File: config.mk
export PLATFORM = sky130hd
export DESIGN_NAME = pic_exec_unit
export DESIGN_NICKNAME = d
export VERILOG_FILES = /design/src/rtl/pic_exec_unit.sv
export SDC_FILE = /design/constraint.sdc
export NUM_CORES = 1
export LEC_CHECK = 0
export ABC_AREA = 0
export ABC_CLOCK_PERIOD_IN_PS = 8300
export CORE_MARGIN = 2
export CORE_UTILIZATION = 42
export DETAILED_ROUTE_END_ITERATION = 10
export SYNTH_ARGS = -nofsm -noshare
export SYNTH_HDL_FRONTEND = slang
export SYNTH_SLANG_ARGS = --single-unit
File: constraint.sdc
create_clock -name CK -period 8.3 [get_ports CK]
set_input_delay 1.66 -clock CK [delete_from_list [all_inputs] [get_ports CK]]
set_output_delay 1.66 -clock CK [all_outputs]
set_load 0.02 [all_outputs]
File: src/rtl/pic_exec_unit.sv
// pic_exec_unit: execute stage of the 12-bit PIC core with W, C/Z, register file and PC advance requests
module pic_exec_unit #(
  parameter int PC_W  = 10,
  parameter int RF_AW = 4
) (
  input  logic            CK,
  input  logic            CLR,
  input  logic            run,
  input  logic [11:0]     instr,
  input  logic            instr_valid,
  output logic            instr_ready,
  output logic            pc_step,
  output logic [PC_W-1:0] pc_offset,
  output logic [7:0]      w_out,
  output logic [1:0]      status,
  output logic            illegal,
  output logic [1:0]      state_out
);
  typedef enum logic [1:0] {WAIT = 2'd0, EXEC = 2'd1, SKIP = 2'd2} state_t;
  state_t r_state, w_next;
  logic [11:0] r_ir;
  logic [7:0] r_w;
  logic r_c, r_z, r_pc_step, r_illegal;
  logic [PC_W-1:0] r_pc_offset;
  logic [7:0] r_rf [2**RF_AW];
  logic [3:0] w_op;
  logic [7:0] w_k, w_rf, w_nw, w_rf_d;
  logic [RF_AW-1:0] w_f;
  logic [8:0] w_sum;
  logic w_wwe, w_cwe, w_zwe, w_c, w_rf_we, w_skip, w_ill, w_step, w_accept;
  assign w_op = r_ir[11:8];
  assign w_k = r_ir[7:0];
  assign w_f = r_ir[RF_AW-1:0];
  assign w_rf = r_rf[w_f];
  assign w_sum = {1'b0, r_w} + {1'b0, w_op == 4'h2 ? w_k : w_rf};
  assign w_accept = run && r_state == WAIT && instr_valid;
  assign w_step = run && (r_state == EXEC || (r_state == SKIP && instr_valid));
  assign instr_ready = run && (r_state == WAIT || r_state == SKIP);
  assign pc_step = r_pc_step;
  assign pc_offset = r_pc_offset;
  assign w_out = r_w;
  assign status = {r_c, r_z};
  assign illegal = r_illegal;
  assign state_out = r_state;
  always_comb begin
    w_nw = r_w;
    w_wwe = 1'b0;
    w_cwe = 1'b0;
    w_zwe = 1'b0;
    w_c = r_c;
    w_rf_we = 1'b0;
    w_rf_d = r_w;
    w_skip = 1'b0;
    w_ill = 1'b0;
    case (w_op)
      4'h1: begin w_nw = w_k; w_wwe = 1'b1; end
      4'h2, 4'h8: begin w_nw = w_sum[7:0]; w_c = w_sum[8]; w_wwe = 1'b1; w_cwe = 1'b1; w_zwe = 1'b1; end
      4'h3: begin w_nw = r_w & w_k; w_wwe = 1'b1; w_zwe = 1'b1; end
      4'h4: begin w_nw = r_w | w_k; w_wwe = 1'b1; w_zwe = 1'b1; end
      4'h5: begin w_nw = r_w ^ w_k; w_wwe = 1'b1; w_zwe = 1'b1; end
      4'h6: w_rf_we = 1'b1;
      4'h7: begin w_nw = w_rf; w_wwe = 1'b1; w_zwe = 1'b1; end
      4'h9: begin w_rf_d = w_rf + 8'd1; w_rf_we = 1'b1; w_skip = w_rf_d == 8'd0; end
      4'hB: w_skip = w_rf[r_ir[6:4]];
      4'hC, 4'hD, 4'hE, 4'hF: w_ill = 1'b1;
      default: ;
    endcase
  end
  always_comb begin
    w_next = r_state;
    case (r_state)
      WAIT: w_next = w_accept ? EXEC : WAIT;
      EXEC: w_next = run ? (w_skip ? SKIP : WAIT) : EXEC;
      SKIP: w_next = (run && instr_valid) ? WAIT : SKIP;
      default: w_next = WAIT;
    endcase
  end
  always_ff @(posedge CK) begin
    if (CLR) begin
      r_state <= WAIT;
      r_ir <= 12'd0;
      r_w <= 8'd0;
      r_c <= 1'b0;
      r_z <= 1'b0;
      r_pc_step <= 1'b0;
      r_pc_offset <= '0;
      r_illegal <= 1'b0;
      for (int i = 0; i < 2**RF_AW; i++) r_rf[i] <= 8'd0;
    end else begin
      r_state <= w_next;
      r_pc_step <= w_step;
      r_illegal <= 1'b0;
      if (w_accept) r_ir <= instr;
      // BRA offset only applies to the EXEC step; a skip-discard always advances by one
      if (w_step) r_pc_offset <= (r_state == EXEC && w_op == 4'hA) ? {{(PC_W-8){w_k[7]}}, w_k} : PC_W'(1);
      if (run && r_state == EXEC) begin
        r_illegal <= w_ill;
        if (w_wwe) r_w <= w_nw;
        if (w_cwe) r_c <= w_c;
        if (w_zwe) r_z <= w_nw == 8'd0;
        if (w_rf_we) r_rf[w_f] <= w_rf_d;
      end
    end
  end
endmodule
==> metrics.yaml, run 1 <==
syn-num-nets: 791
drt_first_pass_iters: 5
synth_compound_area_share_pct: 8.48
synthAdderAreaFrac_pct: 3.90
synth-xor-area-share_pct: 1.13
p_leak_nw: 3.20
crit_top_cell: "clkdlybuf4s50_1"
htree_levels: 4
die_area_um2: 21500
io_pins: 41
synth-simple-area-share_pct: 15.9
yosys_warnings: 0
dp_hpwl_um: 16100
critPathLaunchType: "primary input"
seq_area_frac_synth_pct: 53.9
synth_area_per_cell_um2: 11.4
report.final.setup_viol: 0
cts_made_buffers: 17
post_cts_buffers: 0
holdBufCountCts: 0
synth_ff_type: "edfxtp_1"
ir_drop_mv: 0.149
crit_type: "in2out"
synth-edff-count: 128
worstSetupStartpoint: "run"
multi_input_area_um2: 3600
fin_skew_ps: 14.7
max_stage_delay_ps: 610
grt_pass1_vias: 5850
port_buffers: 40
gp_congestion: 0.882
grtUsageTotal_pct: 22.6
syn-cell-area_um2: 8540
cts_tree: "built"
cpMaxStageDelayCell: "clkdlybuf4s50_1"
clkSinkCount: 166
hp-start: "r_z"
hold_path_class: "reg2reg"
drive_above_1_share_pct: 12.0
drv_slew: 0
die_w_um: 147
postLayoutCoreUtil_pct: 48.1
power.density_nw_per_um2: 198
crit_family: "buffers and inverters"
cts_buffer_depth: 2
synthArstFlopShare_pct: 0
routedWlPerCell_um: 22.5
via_count: 6156
overflow: 0
final-hold-violation-count: 0
crit_required_ps: 6640
drt-initial-drc-count: 707
antenna_cells: 0
avgViaCountPerCell: 5.86
initial_core_util_pct: 42.5
slew_headroom_pct: 18.6
synth_cells: 749
period_minus_slack_ps: 4700
fp-row-count: 52
synth_mux_area_share_pct: 12.6
cp-end-kind: "output port"
coreArea_um2: 20100
grt_pass1_wl_um: 35700
rsz0062_at_grt: "no"
grt_max_degree: 52
area_growth_pct: 13.2
run_status: "complete, no violations"
clock_latency_ps: 440
routed_wl_um: 23600
cts-resized-gates: 0
cap_violations: 0
max_freq_ghz: 0.213
die_h_um: 147
period_share_pct: 56.6
root_buffer: "clkbuf_16"
worst_slew_pin_slew_ps: 1220
antenna_found_initial: 0
fin_nets: 810
synth_top_family_by_area: "simple AND/OR/NAND/NOR gates"
remaining_drc_errors: 0
seqCellArea_um2: 4610
clk_pin_slew_ps: 80
synth_seq_cells: 166
arrival_ps: 3040
setup_tns_ps: 0
drtAntennaViolNets: 0
path_cells: "clkdlybuf4s50_1 -> nor2b_1 -> clkdlybuf4s50_1"
ys_types: 64
worstPathMaxFanout: 8
path_buf_inv: 2
fill_cells: 1777
-- synthesized netlist by cell type (4+ instances only) --
library cell    n  share of area [%]
nor2_1        163                7.2
nor3_1          8               0.47
mux4_2         32                8.4
xnor2_1         4               0.41
o21ai_0        17                1.0
ha_1           25                3.7
a22oi_1        11               0.97
nand4_1         4               0.29
inv_1          23                1.0
buf_6           5               0.66
mux2i_1        16                1.9
mux2_2          5               0.66
nand2b_1       23                1.7
nand2_1        74                3.3
buf_4           9               0.79
nand3_1         7               0.41
a21oi_1        26                1.5
o22ai_1         7               0.51
clkbuf_1       26                1.1
buf_2           7               0.41
nor2b_1         8               0.59
xor2_1          7               0.72
dfxtp_1        38                8.9
a211oi_1       12                1.1
edfxtp_1      128                 45
-- cells by family (layout without fill, tap and decap cells) --
group	count (synthesis)	in the layout
xor+xnor	11	11
compound gates	105	105
fa+ha+maj	26	26
buf+inv	71	103
simple gates	310	310
flops	166	166
mux	60	60
-- tightest hold or removal path, stage by stage, from the launching register on --
cell and delay [ps]:
dfxtp_1 320, nand3b_1 80, o31ai_1 60
-- cells in the final DEF, fill, tap and decap left out, types with 3 or more instances in the layout --
| cell | count |
|---|---|
| and2_1 | 3 |
| clkinv_8 | 3 |
| o21ai_0 | 17 |
| xnor2_1 | 4 |
| a221oi_1 | 3 |
| mux4_1 | 3 |
| nand2_1 | 74 |
| xor2_1 | 7 |
| inv_6 | 6 |
| mux4_2 | 32 |
| a22oi_1 | 11 |
| a21o_1 | 3 |
| edfxtp_1 | 128 |
| a211oi_1 | 12 |
| mux2i_2 | 3 |
| buf_4 | 7 |
| and3_1 | 3 |
| nor2b_1 | 8 |
| o22ai_1 | 7 |
| nor2_1 | 163 |
| o21bai_1 | 3 |
| clkdlybuf4s50_1 | 39 |
| mux2_2 | 5 |
| nand3_1 | 7 |
| nand4_1 | 4 |
| ha_1 | 25 |
| nor3_1 | 7 |
| inv_1 | 23 |
| dfxtp_1 | 37 |
| nand2b_1 | 23 |
| clkbuf_16 | 17 |
| a21oi_1 | 26 |
| mux2i_1 | 16 |
-- metrics by stage --
step	power (mW)	cell area [um^2]	setup slack (ps)	cells	hold WS (ps)
floorplan	1.08	8540	4400	749	460
global placement	1.13	9080	3560	1019	484
detailed placement	1.13	9080	3420	1019	489
CTS	1.92	9670	3600	1051	501
global route	1.97	9670	3540	1051	533
finish	1.91	9670	3600	1051	498
-- layout make-up --
cell class | instances | share of cell area [%]
clock buffers | 18 | 4.44
clock inverters | 14 | 1.67
inverters | 24 | 0.931
multi-input cells | 512 | 37.2
flip-flops and latches | 166 | 47.6
well taps | 270 | 3.49
repair buffers | 47 | 4.63
-- sequential cells by signal, indices dropped and copies added, names as in the netlist, 2 cells and up, named ones only --
register and flops:
state_out 2, pc_offset 8, r_rf 128, w_out 8, r_ir 12
-- worst paths after layout --
path | endpoint | slack [ps] | depth (start not counted)
setup / recovery | instr_ready | 3600 | 3
hold / removal | r_z | 500 | 2
setup reg to reg | r_z | 3890 | 11
hold reg to reg | r_z | 500 | 2
-- per-layer routing --
layer  up-vias  global-route usage (%)  share of wire [%]
li1       2747                       -                  -
met1      3071                    31.0                 43
met2       292                    35.4                 47
met3        46                    4.78                6.8
met4         0                    8.93                2.8
met5         -                       0                  0
-- power by group --
part | internal [mW] | total (mW) | switching (mW) | leakage (nW)
Sequential | 0.918 | 0.949 | 0.0311 | 1.63
Clock | 0.427 | 0.794 | 0.367 | 0.281
Combinational | 0.0706 | 0.170 | 0.0989 | 1.29
Total | 1.42 | 1.91 | 0.497 | 3.20
No activity file was read; power rests on OpenSTA's default activity.
==> run 2: changes to the inputs <==
Settings changed: ABC_CLOCK_PERIOD_IN_PS 8300 to 3800.
Clock period 8.3 ns to 3.8 ns, I/O delays scaled along.
==> metrics.yaml, run 2 (synthesis gave the netlist of run 1 again) <==
routed_wl_um: 22600  # -4.4%
rsz0062_at_grt: "no"
setup_tns_ps: 0  # unchanged
drt_first_pass_iters: 5  # unchanged
grt_pass1_wl_um: 35300  # -1.3%
final-hold-violation-count: 0  # unchanged
clk_pin_slew_ps: 70  # about the same
cp-end-kind: "register"
slew_headroom_pct: 30.9  # +12 points
period_share_pct: 91.5
gp_congestion: 0.893  # +1.3%
grtUsageTotal_pct: 21.7  # -0.96 points
fin_skew_ps: 13.0  # -1.72 ps
max_freq_ghz: 0.287
cap_violations: 0  # unchanged
drtAntennaViolNets: 0  # unchanged
fin_nets: 848  # +4.7%
via_count: 6137  # -0.31%
finalInstanceArea_um2: 9980  # +3.1%
cts_tree: "built"
io_pins: 41  # unchanged
grt_max_degree: 51  # -1.9%
cts_buffer_depth: 2  # unchanged
critPathLaunchType: "register"
reg_top3: "r_rf (128), r_ir (12)"
avgViaCountPerCell: 5.64  # -3.8%
root_buffer: "clkbuf_16"
mostFrequentLayoutCell: "nor2_1"
largest_register_ffs: 128  # unchanged
path_cells: "buf_12 -> mux4_2 -> nand2_1 -> and4_4 -> o21ai_0 -> ha_1 -> fa_2 -> xor2_1 -> a221oi_1 -> a21boi_0 -> o2111a_1 -> nand4_1 -> o31ai_1"
port_buffers: 40  # unchanged
drt-initial-drc-count: 492  # -30%
antenna_cells: 0  # unchanged
period_minus_slack_ps: 3480
ir_drop_mv: 0.318  # +110%
initial_core_util_pct: 42.5  # unchanged
cts_made_buffers: 17  # unchanged
max_stage_delay_ps: 510  # -100 ps
p_leak_nw: 3.38  # +5.8%
die_w_um: 147  # unchanged
place_area_um2: 9380  # +3.3%
htree_levels: 4  # unchanged
grt_pass1_vias: 6109  # +4.4%
crit_type: "reg2reg"
layout_common_cells: "163 x nor2_1, 128 x edfxtp_1, 74 x nand2_1"
antenna_found_initial: 0  # unchanged
overflow: 0  # unchanged
worst_slew_pin_slew_ps: 1040  # -184 ps
dp_hpwl_um: 16000  # -0.37%
hold_path_class: "reg2reg"
die_h_um: 147  # unchanged
worstPathMaxFanout: 18  # +10
clock_latency_ps: 430  # about the same
clkSinkCount: 166  # unchanged
remaining_drc_errors: 0  # unchanged
drv_slew: 0  # unchanged
arrival_ps: 3830  # +790 ps
fin_hold_ws_ps: 506  # +7.92 ps
largest-register: "r_rf"
report.final.setup_viol: 0  # unchanged
p_total_mw: 4.16  # +120%
drive_above_1_share_pct: 16.5  # +4.4 points
run_status: "complete, no violations"
routedWlPerCell_um: 20.7  # -7.7%
cpMaxStageDelayCell: "mux4_2"
power.density_nw_per_um2: 417  # +110%
die_area_um2: 21500  # unchanged
coreArea_um2: 20100  # unchanged
crit_required_ps: 4150  # -2490 ps
area_growth_pct: 16.8
fp-row-count: 52  # unchanged
==> run 2: cell types whose count changed in the layout (fill, tap and decap cells not counted), moves of 2 or more <==
cell and change:
clkinv_4 +2, buf_4 +36, clkinv_8 -2, clkinvlp_4 -2, inv_8 +6, inv_6 -2
buf_12 +2
==> run 2: per-stage QoR <==
stage / setup slack, ps / std cells / utilization [%]
after floorplan: 445 / 749 / -
after global placement: 243 / 1056 / 46.7
after detailed placement: 256 / 1056 / 46.7
after CTS: 218 / 1088 / 49.5
after global routing: 29.0 / 1089 / 49.6
final: 321 / 1089 / 49.6
==> run 2: routing by layer <==
metal  up-vias  routed length [um]  GRT usage (%)  part of all wire (%)
met3        47                1300           4.13                   5.8
met1      3029                9760           29.1                    43
met4         0                 764           8.64                   3.4
met5         -                   0              0                     0
li1       2822                   -              -                     -
met2       239               10700           34.8                    48
==> run 2: critical path, delay by kind of cell (launching register included) <==
family | cells | cell delay [ps]
AO/OA/AOI/OAI | 5 | 1070
XOR/XNOR | 1 | 170
adder cells (fa/ha/maj) | 2 | 610
buffers and inverters | 1 | 190
flip-flops | 1 | 350
multiplexers | 1 | 510
AND/OR/NAND/NOR | 3 | 460
==> run 2: worst paths after layout <==
kind | startpoint | slack (ps) | cells after the start | end
worst max register to register | register | 320 | 13 | r_z
worst max-delay path | register | 320 | 13 | r_z
worst min register to register | r_c | 510 | 2 | r_c
worst min-delay path | r_c | 510 | 2 | r_c
==> run 2: timing repair <==
action                                  4_1_cts  5_1_grt
resized for setup                             0        3
setup buffers                                 0        1
endpoints found under the setup margin        0        2
hold buffers                                  0        0
==> run 2: final cells by class <==
class | count | area [um^2]
fill | 1775 | 10100
sequential | 166 | 4610
multi-input combinational | 512 | 3610
timing repair buffer | 85 | 758
clock buffer | 18 | 429
tap | 270 | 338
clock inverter | 14 | 148
inverter | 24 | 90.1
==> run 2: report_power, final <==
part	switching, mW	internal [mW]	total, mW	leakage (nW)
clock network	0.824	0.884	1.71	0.286
registers	0.0405	2.00	2.04	1.63
logic	0.242	0.169	0.411	1.47
total	1.11	3.06	4.16	3.38
==> run 3: changes to the inputs <==
Settings changed: CORE_UTILIZATION 42 to 55, PLACE_DENSITY set to 0.77.
==> metrics.yaml, run 3 (synthesis gave the netlist of run 1 again) <==
run_status: "complete, no violations"
cts_tree: "built"
cp-end-kind: "register"
fin_skew_ps: 8.51  # -4.45 ps
internal_power_mw: 3.27  # +6.9%
cts_buffer_depth: 2  # unchanged
routedWlPerCell_um: 22.5  # +8.6%
clkSinkCount: 166  # unchanged
dp_hpwl_um: 16000  # about the same
fill_cells: 1133  # -36%
cts_made_buffers: 17  # unchanged
hold_path_class: "reg2reg"
largest_register_ffs: 128  # unchanged
port_buffers: 40  # unchanged
report.final.setup_viol: 0  # unchanged
fin_nets: 846  # -0.24%
setup_tns_ps: 0  # unchanged
reg_top3: "r_rf (128), r_ir (12)"
critPathLaunchType: "register"
gp_congestion: 0.972  # +8.8%
path_buf_inv: 1  # unchanged
grtUsageTotal_pct: 29.0  # +7.3 points
swShare_pct: 23.3  # -3.3 points
rsz0062_at_grt: "no"
holdBufCountCts: 0  # unchanged
drtAntennaViolNets: 0  # unchanged
htree_levels: 4  # unchanged
crit_top_cell: "nand2_1"
clock_latency_ps: 430  # about the same
crit_type: "reg2reg"
max_freq_ghz: 0.281  # -2.3%
layout_common_cells: "163 x nor2_1, 128 x edfxtp_1, 74 x nand2_1"
pwr-share-clk_pct: 42.3  # +1.3 points
overflow: 0  # unchanged
area_growth_pct: 15.8
pwr-share-seq_pct: 48.1  # -1.0 points
avgViaCountPerCell: 6.21  # +10%
grt_pass1_vias: 6454  # +5.6%
post_cts_buffers: 0  # unchanged
switchingPower_mw: 0.991  # -10%
routed_wl_um: 22600  # about the same
final-hold-violation-count: 0  # unchanged
worstPathMaxFanout: 18  # unchanged
die_w_um: 129  # -12%
drt_first_pass_iters: 7  # +2
period_minus_slack_ps: 3560  # +83.0 ps
period_share_pct: 93.7  # +2.2 points
grt_max_degree: 51  # unchanged
die_h_um: 129  # -12%
power.density_nw_per_um2: 431  # +3.2%
mostFrequentLayoutCell: "nor2_1"
cpMaxStageDelayCell: "dfxtp_1"
grt_pass1_wl_um: 35400  # +0.26%
root_buffer: "clkbuf_16"
drive_above_1_share_pct: 16.0  # -0.53 points
drv_slew: 0  # unchanged
clk_pin_slew_ps: 60  # about the same
fp-row-count: 45  # -13%
antenna_cells: 0  # unchanged
initial_core_util_pct: 56.2  # +14 points
drt-initial-drc-count: 706  # +43%
die_area_um2: 16500  # -23%
cap_violations: 0  # unchanged
worst_slew_pin_slew_ps: 1010  # -30.1 ps
antenna_found_initial: 0  # unchanged
path_cells: "buf_4 -> nor2b_1 -> nand2_1 -> and4_4 -> o21ai_0 -> ha_2 -> nor2_1 -> nand2_1 -> a31o_1 -> a222oi_1 -> o2111a_1 -> nand4_1 -> o31ai_1"
ir_drop_mv: 0.400  # +26%
via_count: 6225  # +1.4%
remaining_drc_errors: 0  # unchanged
crit_family: "compound AO/OA/AOI/OAI gates"
arrival_ps: 3910  # +80 ps
slew_headroom_pct: 32.9  # +2.0 points
coreArea_um2: 15200  # -24%
p_leak_nw: 3.38  # -0.21%
max_stage_delay_ps: 470  # -40 ps
fin_hold_ws_ps: 499  # -7.25 ps
crit_required_ps: 4150  # about the same
io_pins: 41  # unchanged
largest-register: "r_rf"
power_frac_comb_pct: 9.6  # -0.3 points
==> run 3: what timing repair did <==
item	CTS	global route
gates resized for setup	0	5
hold endpoints to repair	0	0
endpoints found under the setup margin	0	2
==> run 3: layout make-up <==
cell class                      instances  area, um^2  area share, %
Sequential cell                       166        4600           46.5
Inverter                               24        90.1          0.911
Multi-Input combinational cell        512        3610           36.5
Clock buffer                           18         429           4.34
Timing Repair Buffer                   83         743           7.51
Clock inverter                         12         178           1.80
Tap cell                              188         235           2.38
==> run 3: per-stage QoR <==
stage | setup WS [ps] | instances | cell area, um^2 | power [mW] | util [%]
floorplan | 445 | 749 | 8540 | 2.35 | -
global placement | 294 | 973 | 9270 | 2.47 | 61.0
detailed placement | 188 | 973 | 9270 | 2.49 | 61.0
CTS | 167 | 1003 | 9880 | 4.26 | 65.0
global route | 19.4 | 1003 | 9890 | 4.39 | 65.1
finish | 239 | 1003 | 9890 | 4.26 | 65.1
==> run 3: power by group through the flow <==
stage          clock network, mW  logic, mW  registers, mW
2_1_floorplan                  0      0.285           2.06
3_3_place_gp                   0      0.389           2.08
3_5_place_dp                   0      0.401           2.09
4_1_cts                     1.81      0.404           2.05
5_1_grt                     1.89      0.445           2.05
6_report                    1.80      0.410           2.05
==> run 3: worst register-to-register path, cell delays in order, from the launching register on <==
cell and delay (ps):
dfxtp_1 470, buf_4 340, nor2b_1 300, nand2_1 100
and4_4 230, o21ai_0 190, ha_2 320, nor2_1 170
nand2_1 80, a31o_1 220, a222oi_1 470, o2111a_1 270
nand4_1 100, o31ai_1 240
==> run 3: final timing paths <==
| path | from | endpoint | slack [ps] | cells after the start |
|---|---|---|---|---|
| worst max register to register | register | r_z | 240 | 13 |
| worst min register to register | r_z | r_z | 500 | 2 |
| worst max-delay path | register | r_z | 240 | 13 |
| worst min-delay path | r_z | r_z | 500 | 2 |
==> run 3: routing by layer <==
layer,global-route usage [%],vias to the layer above,share of wire (%)
met3,8.48,66,9.1
met4,15.7,0,4.9
met2,46.8,336,48
li1,-,2811,-
met5,0,-,0
met1,35.3,3012,38
